### config.mk
export PLATFORM = sky130hd
export DESIGN_NAME = icache_mem_arb
export DESIGN_NICKNAME = d
export VERILOG_FILES = /design/src/rtl/vc32_mem_pkg.sv /design/src/rtl/mem_nibble_shifter.sv /design/src/rtl/icache_mem_arb.sv
export SDC_FILE = /design/constraint.sdc
export NUM_CORES = 1
export LEC_CHECK = 0
export BUFFER_PORTS_ARGS = -buffer_cell sky130_fd_sc_hd__buf_2
export CORE_MARGIN = 2
export CORE_UTILIZATION = 49
export DETAILED_ROUTE_END_ITERATION = 12
export HOLD_SLACK_MARGIN = 0.06
export PLACE_DENSITY = 0.8
export SLEW_MARGIN = 10
export SYNTH_ARGS = -nofsm -noshare
export SYNTH_HDL_FRONTEND = slang
export SYNTH_SLANG_ARGS = --single-unit
### constraint.sdc
create_clock -name clk -period 3.6 [get_ports clk]
set_input_delay 0.72 -clock clk [delete_from_list [all_inputs] [get_ports clk]]
set_output_delay 0.72 -clock clk [all_outputs]
set_load 0.01 [all_outputs]
### src/rtl/vc32_mem_pkg.sv
// Shared types and constants for the quad-bus arbiter/sequencer (icache_mem_arb).
// Bus commands, phase lengths, FSM state and grant encodings live here.
package vc32_mem_pkg;

  typedef enum logic [2:0] {
    ST_IDLE  = 3'd0,
    ST_CMD   = 3'd1,
    ST_ADDR  = 3'd2,
    ST_DUMMY = 3'd3,
    ST_DATA  = 3'd4,
    ST_END   = 3'd5,
    ST_REJ   = 3'd6
  } state_t;

  typedef enum logic {
    GNT_ICACHE = 1'b0,
    GNT_DATA   = 1'b1
  } gnt_t;

  localparam logic [7:0] CMD_READ     = 8'hEB;
  localparam logic [7:0] CMD_WRITE    = 8'h38;
  localparam int         ADDR_NIBBLES = 6;

  function automatic logic [7:0] cmd_byte(input logic wr);
    return wr ? CMD_WRITE : CMD_READ;
  endfunction

endpackage

### src/rtl/mem_nibble_shifter.sv
// 32-bit load/shift register: emits its top nibble MSN-first and shifts bus
// nibbles in at the bottom, so one register serves both directions.
module mem_nibble_shifter (
  input  logic        clk,
  input  logic        reset_n,
  input  logic        load,
  input  logic [31:0] load_val,
  input  logic        shift,
  input  logic [3:0]  din,
  output logic [31:0] q
);

  always_ff @(posedge clk or negedge reset_n) begin
    if (!reset_n) begin
      q <= '0;
    end else if (load) begin
      q <= load_val;
    end else if (shift) begin
      q <= {q[27:0], din};
    end
  end

endmodule

### src/rtl/icache_mem_arb.sv
// Arbitrates the quad memory bus between icache line fills and the data port and
// sequences CMD/ADDR/DUMMY/DATA/END. Writes are built only with VC32_DWRITE_EN.
module icache_mem_arb
  import vc32_mem_pkg::*;
#(
  parameter int PA          = 22,
  parameter int LINE_LENGTH = 4,
  parameter int DUMMY       = 4,
  parameter int CSH         = 1
) (
  input  logic                                clk,
  input  logic                                reset_n,
  input  logic                                ic_pull,
  input  logic [PA-$clog2(LINE_LENGTH)-1:0]   ic_tag,
  output logic                                ic_busy,
  output logic                                ic_wstrobe,
  output logic [3:0]                          ic_dread,
  input  logic                                d_req,
  input  logic                                d_we,
  input  logic [PA-2:0]                       d_addr,
  input  logic [15:0]                         d_wdata,
  output logic [15:0]                         d_rdata,
  output logic                                d_ack,
  output logic                                d_fault,
  output logic                                mem_cs_n,
  output logic                                mem_oe,
  output logic [3:0]                          mem_dout,
  input  logic [3:0]                          mem_din,
  output logic [2:0]                          dbg_state
);

  localparam int         OFFW      = $clog2(LINE_LENGTH);
  localparam logic [7:0] ADDR_LAST = 8'(ADDR_NIBBLES - 1);
  localparam logic [7:0] DUMMY_LAST = 8'(DUMMY - 1);
  localparam logic [7:0] FILL_LAST = 8'(LINE_LENGTH * 2 - 1);
  localparam logic [7:0] WORD_LAST = 8'd3;
  localparam logic [7:0] CSH_LAST  = 8'(CSH - 1);

  state_t      state, state_nx;
  logic [7:0]  cnt;
  gnt_t        grant, last_grant;
  logic        is_wr;
  logic        phase_last;
  logic        ic_win, d_win, grant_now;
  logic        sh_load, sh_shift;
  logic [31:0] sh_load_val, q;
  logic [PA-1:0] addr_pa;
  logic [7:0]  cmd;
  logic        unused_bits;

  // Data port handshake: d_req is a level held with d_we/d_addr/d_wdata until the
  // one-cycle d_ack; each d_ack retires exactly one request, d_fault qualifies it.
  assign ic_win    = ic_pull && (!d_req || last_grant == GNT_DATA);
  assign d_win     = d_req && !ic_win;
  assign grant_now = (state == ST_IDLE) && (ic_win || d_win);

  always_comb begin
    phase_last = 1'b0;
    case (state)
      ST_CMD:   phase_last = (cnt == 8'd1);
      ST_ADDR:  phase_last = (cnt == ADDR_LAST);
      ST_DUMMY: phase_last = (cnt == DUMMY_LAST);
      ST_DATA:  phase_last = (cnt == ((grant == GNT_ICACHE) ? FILL_LAST : WORD_LAST));
      ST_END:   phase_last = (cnt == CSH_LAST);
      default:  phase_last = 1'b0;
    endcase
  end

  // ---------------- FSM: state register ----------------
  always_ff @(posedge clk or negedge reset_n) begin
    if (!reset_n) begin
      state <= ST_IDLE;
    end else begin
      state <= state_nx;
    end
  end

  // ---------------- FSM: next state ----------------
  always_comb begin
    state_nx = state;
    case (state)
      ST_IDLE: begin
        if (grant_now) begin
`ifdef VC32_DWRITE_EN
          state_nx = ST_CMD;
`else
          state_nx = (d_win && d_we) ? ST_REJ : ST_CMD;
`endif
        end
      end
      ST_CMD:   if (phase_last) state_nx = ST_ADDR;
      ST_ADDR: begin
        if (phase_last) begin
`ifdef VC32_DWRITE_EN
          state_nx = is_wr ? ST_DATA : ST_DUMMY;
`else
          state_nx = ST_DUMMY;
`endif
        end
      end
      ST_DUMMY: if (phase_last) state_nx = ST_DATA;
      ST_DATA:  if (phase_last) state_nx = ST_END;
      ST_END:   if (phase_last) state_nx = ST_IDLE;
      ST_REJ:   state_nx = ST_END;
      default:  state_nx = ST_IDLE;
    endcase
  end

  always_ff @(posedge clk or negedge reset_n) begin
    if (!reset_n) begin
      cnt <= '0;
    end else if (state_nx != state) begin
      cnt <= '0;
    end else if (state != ST_IDLE) begin
      cnt <= cnt + 8'd1;
    end
  end

  // last_grant starts at DATA so the icache wins the first tie after reset.
  always_ff @(posedge clk or negedge reset_n) begin
    if (!reset_n) begin
      grant      <= GNT_ICACHE;
      last_grant <= GNT_DATA;
      is_wr      <= 1'b0;
    end else if (grant_now) begin
      grant      <= ic_win ? GNT_ICACHE : GNT_DATA;
      last_grant <= ic_win ? GNT_ICACHE : GNT_DATA;
      is_wr      <= d_win && d_we;
    end
  end

  // ---------------- shifter control ----------------
  assign addr_pa = ic_win ? {ic_tag, {OFFW{1'b0}}} : {d_addr, 1'b0};

`ifdef VC32_DWRITE_EN
  assign cmd = cmd_byte(d_win && d_we);
  // Write data is reloaded at the end of ADDR in bus byte order: low byte first.
  assign sh_load = grant_now || (state == ST_ADDR && phase_last && is_wr);
  assign sh_load_val = (state == ST_IDLE) ? {cmd, 24'(addr_pa)}
                                          : {d_wdata[7:0], d_wdata[15:8], 16'h0000};
  assign unused_bits = ^q[27:16];
`else
  assign cmd = CMD_READ;
  assign sh_load = grant_now;
  assign sh_load_val = {cmd, 24'(addr_pa)};
  assign unused_bits = ^{q[27:16], d_wdata};
`endif

  assign sh_shift = (state != ST_IDLE);

  mem_nibble_shifter u_shifter (
    .clk      (clk),
    .reset_n  (reset_n),
    .load     (sh_load),
    .load_val (sh_load_val),
    .shift    (sh_shift),
    .din      (mem_din),
    .q        (q)
  );

  // ---------------- FSM: outputs ----------------
  // Fill reorder: the low nibble is strobed straight from the pins, the high nibble
  // (already shifted into q[7:4]) follows next cycle, keeping strobes gap-free.
  always_comb begin
    mem_cs_n   = 1'b1;
    mem_oe     = 1'b0;
    mem_dout   = 4'h0;
    ic_wstrobe = 1'b0;
    ic_dread   = 4'h0;
    d_ack      = 1'b0;
    d_fault    = 1'b0;
    d_rdata    = 16'h0000;
    ic_busy    = (state != ST_IDLE) && (grant == GNT_ICACHE) &&
                 !(state == ST_END && cnt != 8'd0);
    case (state)
      ST_CMD, ST_ADDR: begin
        mem_cs_n = 1'b0;
        mem_oe   = 1'b1;
        mem_dout = q[31:28];
      end
      ST_DUMMY: mem_cs_n = 1'b0;
      ST_DATA: begin
        mem_cs_n = 1'b0;
`ifdef VC32_DWRITE_EN
        if (is_wr) begin
          mem_oe   = 1'b1;
          mem_dout = q[31:28];
        end
`endif
        if (grant == GNT_ICACHE) begin
          if (cnt[0]) begin
            ic_wstrobe = 1'b1;
            ic_dread   = mem_din;
          end else if (cnt != 8'd0) begin
            ic_wstrobe = 1'b1;
            ic_dread   = q[7:4];
          end
        end
      end
      ST_END: begin
        if (cnt == 8'd0) begin
          if (grant == GNT_ICACHE) begin
            ic_wstrobe = 1'b1;
            ic_dread   = q[7:4];
          end else begin
            d_ack = 1'b1;
`ifndef VC32_DWRITE_EN
            d_fault = is_wr;
`endif
            if (!is_wr) d_rdata = {q[7:0], q[15:8]};
          end
        end
      end
      default: ;
    endcase
  end

  assign dbg_state = state;

endmodule

==> impl_metrics.tcl <==
set metrics [dict create \
    syn_area_mm2 0.00257 \
    endpoint "ic_dread[2]" \
    cts_buffer_depth 2 \
    cts_tree "built" \
    reg2reg_depth 5 \
    viasPerCell 5.65 \
    worst_ir_drop_vdd_mv 0.397 \
    vias 2324 \
    yosysUniqueCellTypes 47 \
    syn_inst 260 \
    tightest_slew_ps 1040 \
    routedWlPerCell_um 16.5 \
    io_pins 99 \
    yosys_warnings 0 \
    htree_levels 2 \
    routed_wl_mm 6.79 \
    grt_usage 0.242 \
    finalSetupViolCount 0 \
    hpwl_mm 4.77 \
    synth_edf_count 0 \
    die_x_um 76.4 \
    synth_nets 328 \
    hold_class "reg -> reg" \
    crit_arrival_ps 2730 \
    drv_cap 0 \
    powerDensity_mw_per_mm2 834 \
    hold_slack_ps 492 \
    fmax_mhz 289 \
    syn2layout_area_growth_pct 23.2 \
    rows 26 \
    grt_pass1_wl_mm 11.3 \
    combPwrFrac 0.499 \
    clkSinkCount 46 \
    post_cts_resized 0 \
    grt_max_degree 47 \
    reg2reg_slack_ps 920 \
    cts_buffers 5 \
    setup.worst_path.start "cnt[5]" \
    synth-main-ff-cell "dfrtp_1" \
    drt_iter0_markers 229 \
    fin_nets 409 \
    endpoint_kind "output port" \
    fp.dieArea_mm2 0.00583 \
    cts_root_buf "clkbuf_8" \
    post_cts_buffers 0 \
    worstPathRequired_ps 2880 \
    start_util 0.506 \
    yosysTopAreaCell "dfrtp_1" \
    p_leak_nw 1.52 \
    post_route_cells_drive_above_1_share 0.308 \
    min_period_ps 3450 \
    rsz0062_at_grt "no" \
    coreArea_mm2 0.00507 \
    die_height_um 76.4 \
    r2r-end "cnt[1]" \
    cp-start-kind "register" \
    ant_nets 0 \
    port_buffers 82 \
    avgSynthCellArea_um2 9.87 \
    path_clk_slew_ps 90 \
    ys_seq_elements 46 \
    async_flop_share 1.00 \
    seqPwrFrac 0.386 \
    place_congestion 0.822 \
    antenna_found_initial 0 \
    worstPathMaxFanout 5 \
    setup_tns_ps 0 \
    holdPathStages 1 \
    yosysSeqAreaShare 0.449 \
    switchingPower_mw 1.16 \
    final.period_utilization 0.960 \
    p_sw_frac 0.439 \
    route.detailed.drc 0 \
    overflow 0 \
    hold_violations 0 \
    path_class "reg -> out" \
    p_clk_frac 0.115 \
    maxSlewViolCount 0 \
    maxSlewHeadroom 0.310 \
    r2r-start "dbg_state[0]" \
    run_status "complete, no violations" \
    fin_skew_ps 7.12 \
    grt_pass1_vias 2299 \
    synth_top_area_share 0.439 \
    holdBufCountCts 0 \
    antenna_cells 0 \
    p_int_mw 1.48 \
    synth_area_leaders "dfrtp_1 44%, mux2i_1 7.8%, a22oi_1 6.1%" \
    dr.pass1.iters 4 \
    insertion_delay_ps 300 \
]
[cells in the final DEF, fill, tap and decap left out, types with 6 or more instances in the layout]
| cell | synthesis | layout |
|---|---|---|
| buf_2 | 1 | 82 |
| dfrtp_1 | 45 | 45 |
| and2_1 | 22 | 22 |
| a22oi_1 | 21 | 21 |
| mux2i_1 | 20 | 20 |
| o21ai_1 | 18 | 18 |
| nand2_1 | 14 | 14 |
| nor2_1 | 14 | 14 |
| a21oi_1 | 11 | 11 |
| inv_1 | 8 | 8 |
| a211oi_1 | 8 | 8 |
| xnor2_1 | 6 | 6 |
| o22a_1 | 6 | 6 |
| a22o_1 | 6 | 6 |
| buf_4 | 1 | 6 |
[sequential cells by signal, indices dropped and copies added (netlist names)]
register     cells
grant            1
u_shifter.q     32
last_grant       1
is_wr            1
dbg_state        3
cnt              8
[kinds of logic after synthesis]
family	synth area share
AOI/OAI and AO/OA	0.236
adders and majority gates	0.00975
buffers and inverters	0.0356
and+or+nand+nor	0.156
DFF	0.449
xor gates and xnor gates	0.0307
muxes	0.0824
[worst max-delay path, stage by stage (launching register included)]
cell and delay, ps:
dfrtp_1 420, or4_1 570, or4b_4 570, buf_4 180, mux2_2 320, a22oi_1 160
nor2_1 70, buf_2 150
[power groups by stage]
stage / logic, mW / clock network [mW] / registers, mW
final: 1.32 / 0.303 / 1.02
after global routing: 1.45 / 0.330 / 1.06
after CTS: 1.30 / 0.308 / 1.01
after detailed placement: 1.30 / 0 / 1.02
after global placement: 1.25 / 0 / 1.01
after floorplan: 0.986 / 0 / 0.902
[area by class of cell]
class	count	area, µm²
tap	70	87.6
fill	459	1910
timing repair buffer	88	455
clock buffer	5	68.8
inverter	8	30.0
multi-input combinational	192	1360
clock inverter	2	10.0
sequential	46	1150
[layer usage]
layer	up-vias	wire length [µm]	track usage
li1	1131	-	-
met1	1096	3030	0.325
met2	91	3250	0.400
met3	6	447	0.0498
met4	0	61	0.0673
met5	-	0	0
[metrics by stage]
stage / util / total power, mW / cells / cell area [µm²] / setup WS [ps]
floorplan: - / 1.89 / 260 / 2570 / 499
global placement: 0.605 / 2.26 / 403 / 3070 / 408
detailed placement: 0.605 / 2.32 / 403 / 3070 / 375
CTS: 0.620 / 2.62 / 410 / 3150 / 43.6
global route: 0.623 / 2.84 / 411 / 3160 / 54.4
finish: 0.623 / 2.64 / 411 / 3160 / 146
[cells in the mapped netlist (2+ instances only)]
cell      number
a22o_1         6
nand2b_1       5
dfrtp_1       45
xor2_1         3
and3_1         2
a211oi_1       8
a32o_1         2
nor2_1        14
nand2_1       14
xnor2_1        6
o22ai_1        3
nor3_1         4
ha_1           2
o22a_1         6
nand3_1        2
o21ai_1       18
inv_1          8
clkbuf_1      12
mux2i_1       20
and2_1        22
a22oi_1       21
a21oi_1       11
a221oi_1       2
[how the worst min path moves through the flow]
stage,start,endpoint,slack [ps]
after floorplan,reset_n,cnt[0],420
after global placement,u_shifter.q[30],u_shifter.q[30],460
after detailed placement,u_shifter.q[29],u_shifter.q[29],480
after CTS,u_shifter.q[29],u_shifter.q[29],500
after global routing,u_shifter.q[24],u_shifter.q[24],530
final,u_shifter.q[29],u_shifter.q[29],490
Power figures use the tool's default switching activity.
